**src/rtl/controlador_dma.sv**
```systemverilog
// Block-copy DMA initiator for the data memory: alternates read/write cycles from src to dst.
// Optional bounds check against RAM_SIZE is compiled in with DMA_BOUNDS_CHECK_EN.
module controlador_dma #(
  parameter int ADDR_WIDTH = 32,
  parameter int DATA_WIDTH = 32,
  parameter int LEN_WIDTH  = 16,
  parameter int RAM_SIZE   = 150
) (
  input  logic                  clk,
  input  logic                  rst,
  input  logic                  start,
  input  logic [ADDR_WIDTH-1:0] src,
  input  logic [ADDR_WIDTH-1:0] dst,
  input  logic [LEN_WIDTH-1:0]  len,
  output logic                  busy,
  output logic                  done,
  output logic                  erro,
  output logic                  mem_we,
  output logic [ADDR_WIDTH-1:0] mem_addr,
  output logic [DATA_WIDTH-1:0] mem_datain,
  input  logic [DATA_WIDTH-1:0] mem_dataout
);

  localparam logic [1:0] OCIOSO   = 2'd0;
  localparam logic [1:0] LER      = 2'd1;
  localparam logic [1:0] ESCREVER = 2'd2;
  localparam logic [1:0] FIM      = 2'd3;

  if (RAM_SIZE < 1) begin : g_ram_size_chk
    $error("RAM_SIZE must be at least 1");
  end

  logic [1:0]            state_q, state_d;
  logic [ADDR_WIDTH-1:0] ptr_src_q, ptr_src_d;
  logic [ADDR_WIDTH-1:0] ptr_dst_q, ptr_dst_d;
  logic [LEN_WIDTH-1:0]  restante_q, restante_d;
  logic [DATA_WIDTH-1:0] buffer_q, buffer_d;
  logic                  erro_q, erro_d;
  logic                  src_oob, dst_oob;

`ifdef DMA_BOUNDS_CHECK_EN
  assign src_oob = (ptr_src_q >= ADDR_WIDTH'(RAM_SIZE));
  assign dst_oob = (ptr_dst_q >= ADDR_WIDTH'(RAM_SIZE));
`else
  assign src_oob = 1'b0;
  assign dst_oob = 1'b0;
`endif

  always_comb begin
    state_d    = state_q;
    ptr_src_d  = ptr_src_q;
    ptr_dst_d  = ptr_dst_q;
    restante_d = restante_q;
    buffer_d   = buffer_q;
    erro_d     = erro_q;
    case (state_q)
      OCIOSO: begin
        if (start) begin
          ptr_src_d  = src;
          ptr_dst_d  = dst;
          restante_d = len;
          erro_d     = 1'b0;
          state_d    = (len != '0) ? LER : FIM;
        end
      end
      LER: begin
        if (src_oob) begin
          erro_d  = 1'b1;
          state_d = FIM;
        end else begin
          buffer_d  = mem_dataout;
          ptr_src_d = ptr_src_q + ADDR_WIDTH'(1);
          state_d   = ESCREVER;
        end
      end
      ESCREVER: begin
        if (dst_oob) begin
          erro_d  = 1'b1;
          state_d = FIM;
        end else begin
          ptr_dst_d  = ptr_dst_q + ADDR_WIDTH'(1);
          restante_d = restante_q - LEN_WIDTH'(1);
          state_d    = (restante_q == LEN_WIDTH'(1)) ? FIM : LER;
        end
      end
      default: state_d = OCIOSO;
    endcase
  end

  always_ff @(posedge clk) begin
    if (rst) begin
      state_q    <= OCIOSO;
      ptr_src_q  <= '0;
      ptr_dst_q  <= '0;
      restante_q <= '0;
      buffer_q   <= '0;
      erro_q     <= 1'b0;
    end else begin
      state_q    <= state_d;
      ptr_src_q  <= ptr_src_d;
      ptr_dst_q  <= ptr_dst_d;
      restante_q <= restante_d;
      buffer_q   <= buffer_d;
      erro_q     <= erro_d;
    end
  end

  // Moore outputs; write data is the buffer at all times, only mem_we qualifies it
  assign busy       = (state_q != OCIOSO);
  assign done       = (state_q == FIM);
  assign erro       = erro_q;
  assign mem_we     = (state_q == ESCREVER) && !dst_oob;
  assign mem_datain = buffer_q;

  always_comb begin
    mem_addr = '0;
    case (state_q)
      LER:      mem_addr = ptr_src_q;
      ESCREVER: mem_addr = ptr_dst_q;
      default:  mem_addr = '0;
    endcase
  end

endmodule
```
**config.mk**
```make
export PLATFORM = sky130hd
export DESIGN_NAME = controlador_dma
export DESIGN_NICKNAME = d
export VERILOG_FILES = /design/src/rtl/controlador_dma.sv
export SDC_FILE = /design/constraint.sdc
export NUM_CORES = 1
export LEC_CHECK = 0
export ABC_AREA = 1
export CORE_MARGIN = 1.5
export CORE_UTILIZATION = 54
export CTS_BUF_LIST = sky130_fd_sc_hd__clkbuf_16
export CTS_CLUSTER_DIAMETER = 60
export DETAILED_ROUTE_END_ITERATION = 10
export GPL_TIMING_DRIVEN = 0
export PLACE_DENSITY_LB_ADDON = 0.12
export RECOVER_POWER = 100
export SLEW_MARGIN = 20
export SYNTH_ARGS = -nofsm -noshare
export SYNTH_HDL_FRONTEND = slang
export SYNTH_SLANG_ARGS = --single-unit
```
**constraint.sdc**
```tcl
create_clock -name clk -period 3.1 [get_ports clk]
set_input_delay 0.465 -clock clk [delete_from_list [all_inputs] [get_ports clk]]
set_output_delay 0.465 -clock clk [all_outputs]
set_load 0.1 [all_outputs]
```
Word level (Yosys, flattened, before mapping)
Cells that the tools add are included.
{ "word_totals": {"ff_bits": 114, "output_inout_bits": 68} }
{ "classes": {"add_sub_neg": 3, "n_eq_ne": 5, "muxes": 11, "reduce_logical": 7} }
{ "op_table": {"columns": ["cell", "n"], "rows": [
  ["$pmux 32 s2", 3],
  ["$add 32x1->32 const B", 2],
  ["$mux 32", 2],
  ["$pmux 16 s2", 1],
  ["$eq 16x1->1 const B", 1],
  ["$mux 16", 1],
  ["$reduce_bool 16->1", 1],
  ["$sub 16x1->16 const B", 1],
  ["$mux 2", 3],
  ["$pmux 2 s3", 1],
  ["$reduce_bool 2->1", 3],
  ["$eq 2x2->1 const B", 2],
  ["$reduce_and 2->1", 2],
  ["$eq 2x1->1 const B", 1],
  ["$logic_not 2->1", 1],
  ["$ne 2x2->1 const B", 1]
]} }

Longest topological paths before layout
Gate-level depths: netlist (run 1).
{ "logic_depth": {"ltp_word": 4, "mapped_depth": 12} }

Least setup slack after synthesis (run 1)
OpenSTA, ideal clock, no wires.
{ "synth_path": {"path_type": "reg-to-output", "from": "register state_q[0]", "to": "output port mem_addr[1]", "t_arrival_ps": 3612, "required_time_ps": 2635, "setup_slack_ps": -977, "path_stages_with_launch": 8, "path_cell_list": "dfxtp_1 inv_1 ha_1 buf_2 clkbuf_1 buf_1 nand2_1 a21oi_1"} }
{ "synth_between": {"elab_chain_len": 2} }
{ "synth_lines": {"columns": ["item", "line_no", "source"], "rows": [
  ["from (decl)", "33", "logic [1:0] state_q, state_d;"],
  ["from (signal assigned)", "99", "state_q <= state_d;"],
  ["$eq 2x2->1", null, null],
  ["named net mem_we", "18", "output logic mem_we,"],
  ["$pmux 32 s2", "117", "case (state_q)"],
  ["to (decl)", "19", "output logic [ADDR_WIDTH-1:0] mem_addr,"]
]} }
The timed path passes the listed nets, and every way through them passes these cells.

Final worst setup path (run 1)
{ "layout_path": {"from": "register state_q[0]", "to": "output port mem_addr[9]"} }
{ "layout_between": {"elab_chain_len": 2} }
{ "layout_lines": {"columns": ["item", "line_no"], "rows": [
  ["$eq 2x2->1 or $eq 2x1->1 (tied branches)", "117"],
  ["$pmux 32 s2 (*)", "117"]
]} }
Every way passes the cells marked *; elsewhere a longest branch is shown, timed or not.

==> results of run 1 <==
## cell type report
type	instances	share of cell area [%]
clock inverters	15	1.55
clock buffers	17	4.22
multi-input cells	916	45.6
inverters	101	3.76
plain buffers	67	2.81
well taps	176	2.19
repair buffers	181	17.2
flip-flops and latches	114	22.7
## registers in the layout, summed over array words and instances (netlist names)
register	cells
ptr_src_q	32
ptr_dst_q	32
restante_q	16
mem_datain	32
state_q	2
## cell families after synthesis
logic type / after synthesis / synth area share, %
AOI/OAI and AO/OA: 263 / 19.7
xor gates and xnor gates: 7 / 0.836
adders and majority gates: 8 / 1.37
buffers and inverters: 169 / 9.10
DFF: 114 / 31.1
other: 1 / 0.0512
and+or+nand+nor: 637 / 37.8
## worst max-delay path: stages (launching register included)
cell,delay (ps)
dfxtp_1,340
inv_1,100
ha_2,190
buf_2,200
clkbuf_2,310
nand2_1,130
a21oi_1,300
clkdlybuf4s15_2,610
## stage by stage
step	instances	hold WS (ps)	setup WS, ps	instance area, sq um	total power [mW]
floorplan	1199	439	167	7560	2.88
global placement	1556	451	-594	9600	3.40
detailed placement	1556	462	-624	9600	3.42
CTS	1587	469	2.98	10100	5.37
global route	1587	502	4.04	10100	5.58
finish	1587	468	34.6	10100	5.38
## final timing paths
check / from / end / slack, ps / cells past startpoint
worst max-delay path: state_q[0] / mem_addr[9] / 30 / 7
worst max register to register: state_q[0] / restante_q[3] / 270 / 10
worst min-delay path: restante_q[14] / restante_q[14] / 470 / 2
worst min register to register: restante_q[14] / restante_q[14] / 470 / 2
## cells in the final DEF (no fill, tap or decap), types with 8 or more instances in the layout
cell             Yosys  final
buf_2               23     14
clkdlybuf4s50_1      0    115
nand2_1            303    303
a31oi_1             14     14
nor3_1              17     17
a21oi_1             86     57
o21ai_0            111    117
nand3_1             67     67
clkbuf_2             0     16
o211ai_1            13     13
clkbuf_4             0      8
nand4_1             24     24
a21oi_4              0     14
or2_2               10     10
inv_1               97     97
nor2_1             182    182
dlygate4sd3_1        0     34
clkbuf_16            0     17
dfxtp_1            114    114
a21oi_2              0     15
clkbuf_1            37     44
## timing repair
action	in CTS	in global routing
endpoints found under the hold margin	0	0
setup endpoints to repair	32	30
gates resized for setup	136	43
## routing by layer
layer	GRT usage (%)	part of all wire (%)	up-vias
li1	-	-	4346
met1	47.7	39	4122
met2	59.7	43	658
met3	12.0	12	121
met4	21.2	5.0	0
met5	0	0	-
## power by group
part           switching (mW)  total [mW]  internal (mW)
Combinational            1.13        1.60          0.472
Sequential              0.179        1.81           1.63
Clock                   0.787        1.97           1.19
==> qor.txt, run 1 <==
status - finished clean
H-tree levels - 4
Synth area leader - dfxtp_1
CTS Buf Count - 17
multi-input logic area - 4590 sq um
Total Wirelength - 27700 microns
root buf cell - clkbuf_16
synthesis-stage register bit count - 114
DIE AREA - 14300 sq um
NumNets Final - 1521
Worst Tran Pin Value - 1050 ps
Top FF cell, synth - dfxtp_1
Setup TNS Final - 0 ps
VDD IR max - 0.444 mV
Starting Density - 55.3%
# diodes - 0
number of global-route vias before repair - 8782
filler cell count - 1107
arrival time worst endpoint - 2600 ps
io pins - 183
CP Max Fanout - 10
die width - 120 microns
clock sink total - 114
Hold Fails Final Rpt - 0
register area - 2280 sq um
Startpoint Class - flop
hpwl dp - 20200 microns
detailed-route DRC error count - 0
area growth from synthesis to layout - 37.4%
post-CTS setup repair buffer count - 0
Synth cell types - 45
clk_lat worst skew - 430 ps
routed vias - 9247
Syn. warnings - 0
min-delay worst type - flop to flop
Post-synth EDFFs - 0
Final Cycle Share - 98.9%
DR iter-0 viols - 1266
Max Clk Rate - 326 MHz
Leakage Power - 4.21 nW
RSZ-0062 raised after global routing - false
die height - 120 microns
CP endpoint kind - output port
commonest cells in the netlist - nand2_1 (303), nor2_1 (182), dfxtp_1 (114), o21ai_0 (111), inv_1 (97)
Max-Cap Viols - 0
PwrDens - 535 nW/um^2
post-synth top area share - 31.1%
core area - 13200 sq um
GP Congestion - 0.990
Finish-stage setup viols - 0
# port buffers - 181
worst clock skew - 8.69 ps
CTS Hold Bufs - 0
Rel. slew slack - 29.8%
Max Root-Sink Buffers - 2
num rows - 42
Vias/cell - 5.83
Mapped Cells - 1199
sequential share of the synthesized area - 31.1%
largest net degree at the start of global routing - 20
DRT Pass-1 Iters - 6
Req. time, crit path - 2630 ps
post-route ant nets - 0
asr flop ratio synth - 0%
Avg WL per Cell - 17.4 microns
max-slew violation count - 0
Synth area leaders - dfxtp_1 (31%), nand2_1 (16%), nor2_1 (9.3%), o21ai_0 (7.6%), a21oi_1 (5.9%)
final core occ - 76.1%
gr ovfl total - 0
first-pass GRT wire length - 43500 microns
syn nets - 1322
Final min period - 3070 ps
Syn Std Cell Area - 7330 sq um
Reg clk slew, reported paths - 50 ps
Syn Area/Cell - 6.11 sq um
CTS tree - done
count leader, synth - nand2_1
share of cells above drive strength 1 - 10.9%
initial antenna violation count - 0
crit path kind - flop to output port
global-route usage over all layers - 38.5%
No activity file was read; power rests on OpenSTA's default activity.
==> inputs of run 2 (changes only) <==
--- a/config.mk
+++ b/config.mk
@@ -12,6 +12,7 @@
 export CTS_CLUSTER_DIAMETER = 60
 export DETAILED_ROUTE_END_ITERATION = 10
 export GPL_TIMING_DRIVEN = 0
+export MAX_ROUTING_LAYER = met4
 export PLACE_DENSITY_LB_ADDON = 0.12
 export RECOVER_POWER = 100
 export SLEW_MARGIN = 20
==> qor.txt, run 2 (synthesis results as in run 1) <==
Leakage Power - 4.25 nW (+0.86%)
R2R cell count - 10 (unchanged)
Reg-to-Reg End - restante_q[6]
die width - 120 microns (unchanged)
crit path kind - flop to output port
root buf cell - clkbuf_16
hpwl dp - 20400 microns (+1.4%)
Critical Path End - mem_addr[9]
share of cells above drive strength 1 - 10.8% (-0.079 points)
Reg clk slew, reported paths - 60 ps (about the same)
final core occ - 76.3% (+0.26 points)
Max-Cap Viols - 0 (unchanged)
RSZ-0062 raised after global routing - false
slowest CP cell - clkdlybuf4s18_2
Finish-stage setup viols - 0 (unchanged)
most frequent cells in the layout - nand2_1 (303), nor2_1 (182), o21ai_0 (117)
Req. time, crit path - 2630 ps (about the same)
number of global-route vias before repair - 8738 (-0.50%)
Worst Tran Pin Value - 1050 ps (-3.01 ps)
GP Congestion - 1.01 (+2.1%)
DR iter-0 viols - 1254 (-0.95%)
initial antenna violation count - 0 (unchanged)
Setup TNS Final - 0 ps (unchanged)
slowest cell delay on critical path - 590 ps (-20 ps)
Logic pwr share - 29.4% (-0.3 points)
Startpoint Class - flop
Avg WL per Cell - 17.6 microns (+0.91%)
routed vias - 9232 (-0.16%)
Vias/cell - 5.81 (-0.23%)
hold_sp - restante_q[14]
NumNets Final - 1522 (+0.066%)
Final Cycle Share - 98.1% (-0.76 points)
sequential group share of total power - 33.0% (-0.6 points)
detailed-route DRC error count - 0 (unchanged)
most common cell after layout, fill and taps aside - nand2_1
sw power - 2.10 mW (+0.50%)
clk_lat worst skew - 430 ps (about the same)
status - finished clean
reg2reg start - state_q[0]
Final min period - 3040 ps (-23.7 ps)
VDD IR max - 0.592 mV (+33%)
Total Wirelength - 27900 microns (+0.97%)
CP endpoint kind - output port
core area - 13200 sq um (unchanged)
clock share of power - 37.6% (+0.9 points)
num rows - 42 (unchanged)
H-tree levels - 4 (unchanged)
R2R Setup Slk - 110 ps (-160 ps)
largest net degree at the start of global routing - 17 (-15%)
global-route usage over all layers - 40.1% (+1.6 points)
Power Internal - 3.38 mW (+2.6%)
area growth from synthesis to layout - 37.9%
Max Root-Sink Buffers - 2 (unchanged)
min-delay worst type - flop to flop
die height - 120 microns (unchanged)
post-route ant nets - 0 (unchanged)
Max Clk Rate - 329 MHz (+0.78%)
CTS tree - done
DRT Pass-1 Iters - 9 (+3)
clock sink total - 114 (unchanged)
Starting Density - 55.3% (unchanged)
arrival time worst endpoint - 2580 ps (-20 ps)
Worst Setup SP - state_q[0]
DIE AREA - 14300 sq um (unchanged)
# port buffers - 181 (unchanged)
Hold Fails Final Rpt - 0 (unchanged)
PwrDens - 542 nW/um^2 (+1.4%)
worst clock skew - 6.89 ps (-1.79 ps)
CTS Hold Bufs - 0 (unchanged)
CTS Buf Count - 17 (unchanged)
gr ovfl total - 0 (unchanged)
CP Cell Sequence - inv_1 -> ha_1 -> buf_2 -> clkbuf_2 -> nand2_1 -> a21oi_1 -> clkdlybuf4s18_2
CP Max Fanout - 10 (unchanged)
io pins - 183 (unchanged)
first-pass GRT wire length - 44000 microns (+1.1%)
Net Sw Frac - 38.4% (-0.48 points)
tightest hold margin - 467 ps (-1.62 ps)
max-slew violation count - 0 (unchanged)
Rel. slew slack - 30.0% (+0.20 points)
# diodes - 0 (unchanged)
-- run 2: repair_timing --
item                       in CTS  in global routing
resized for setup             158                 34
setup endpoints to repair      32                 30
hold endpoints to repair        0                  0
setup buffers                   0                  0
pin swaps                       0                  0
-- run 2: area by class of cell --
| type | count | area [sq um] |
|---|---|---|
| plain buffers | 68 | 289 |
| clock buffers | 17 | 425 |
| clock inverters | 15 | 183 |
| fillers | 1097 | 3140 |
| inverters | 101 | 379 |
| multi-input cells | 916 | 4590 |
| flip-flops and latches | 114 | 2280 |
| well taps | 176 | 220 |
| repair buffers | 181 | 1730 |
-- run 2: routing by layer --
metal  global-route usage (%)  up-vias  wire (microns)
met1                     49.8     4165           11000
met2                     62.2      606           12400
met4                     18.5        0            1110
met3                     9.22      108            3370
li1                         -     4353               -
met5                        -        -               0
-- run 2: through the flow --
step / setup WS [ps] / power (mW) / cells / cell area, sq um
2_1_floorplan: 167 / 2.88 / 1199 / 7560
3_5_place_dp: -629 / 3.42 / 1556 / 9600
6_report: 58.3 / 5.48 / 1588 / 10100
5_1_grt: 0.557 / 5.67 / 1588 / 10100
4_1_cts: 25.7 / 5.46 / 1588 / 10100
3_3_place_gp: -603 / 3.40 / 1556 / 9600
-- run 2: worst min-delay path by stage --
stage,endpoint,cells past startpoint
6_report,restante_q[14],2
3_3_place_gp,restante_q[2],2
4_1_cts,restante_q[2],2
3_5_place_dp,restante_q[14],2
5_1_grt,restante_q[14],2
2_1_floorplan,restante_q[2],2
-- run 2: power by group through the flow --
stage | Clock (mW) | Combinational, mW | Sequential (mW)
2_1_floorplan | 0 | 0.782 | 2.10
3_3_place_gp | 0 | 1.57 | 1.83
3_5_place_dp | 0 | 1.59 | 1.83
4_1_cts | 2.05 | 1.60 | 1.80
5_1_grt | 2.13 | 1.72 | 1.83
6_report | 2.06 | 1.61 | 1.81
-- run 2: critical path: cells and delay by family, from the launching register on --
kind	cells	cell delay, ps
DFF	1	340
AOI/OAI and AO/OA	1	270
buffers and inverters	4	1190
and+or+nand+nor	1	140
adders and majority gates	1	200
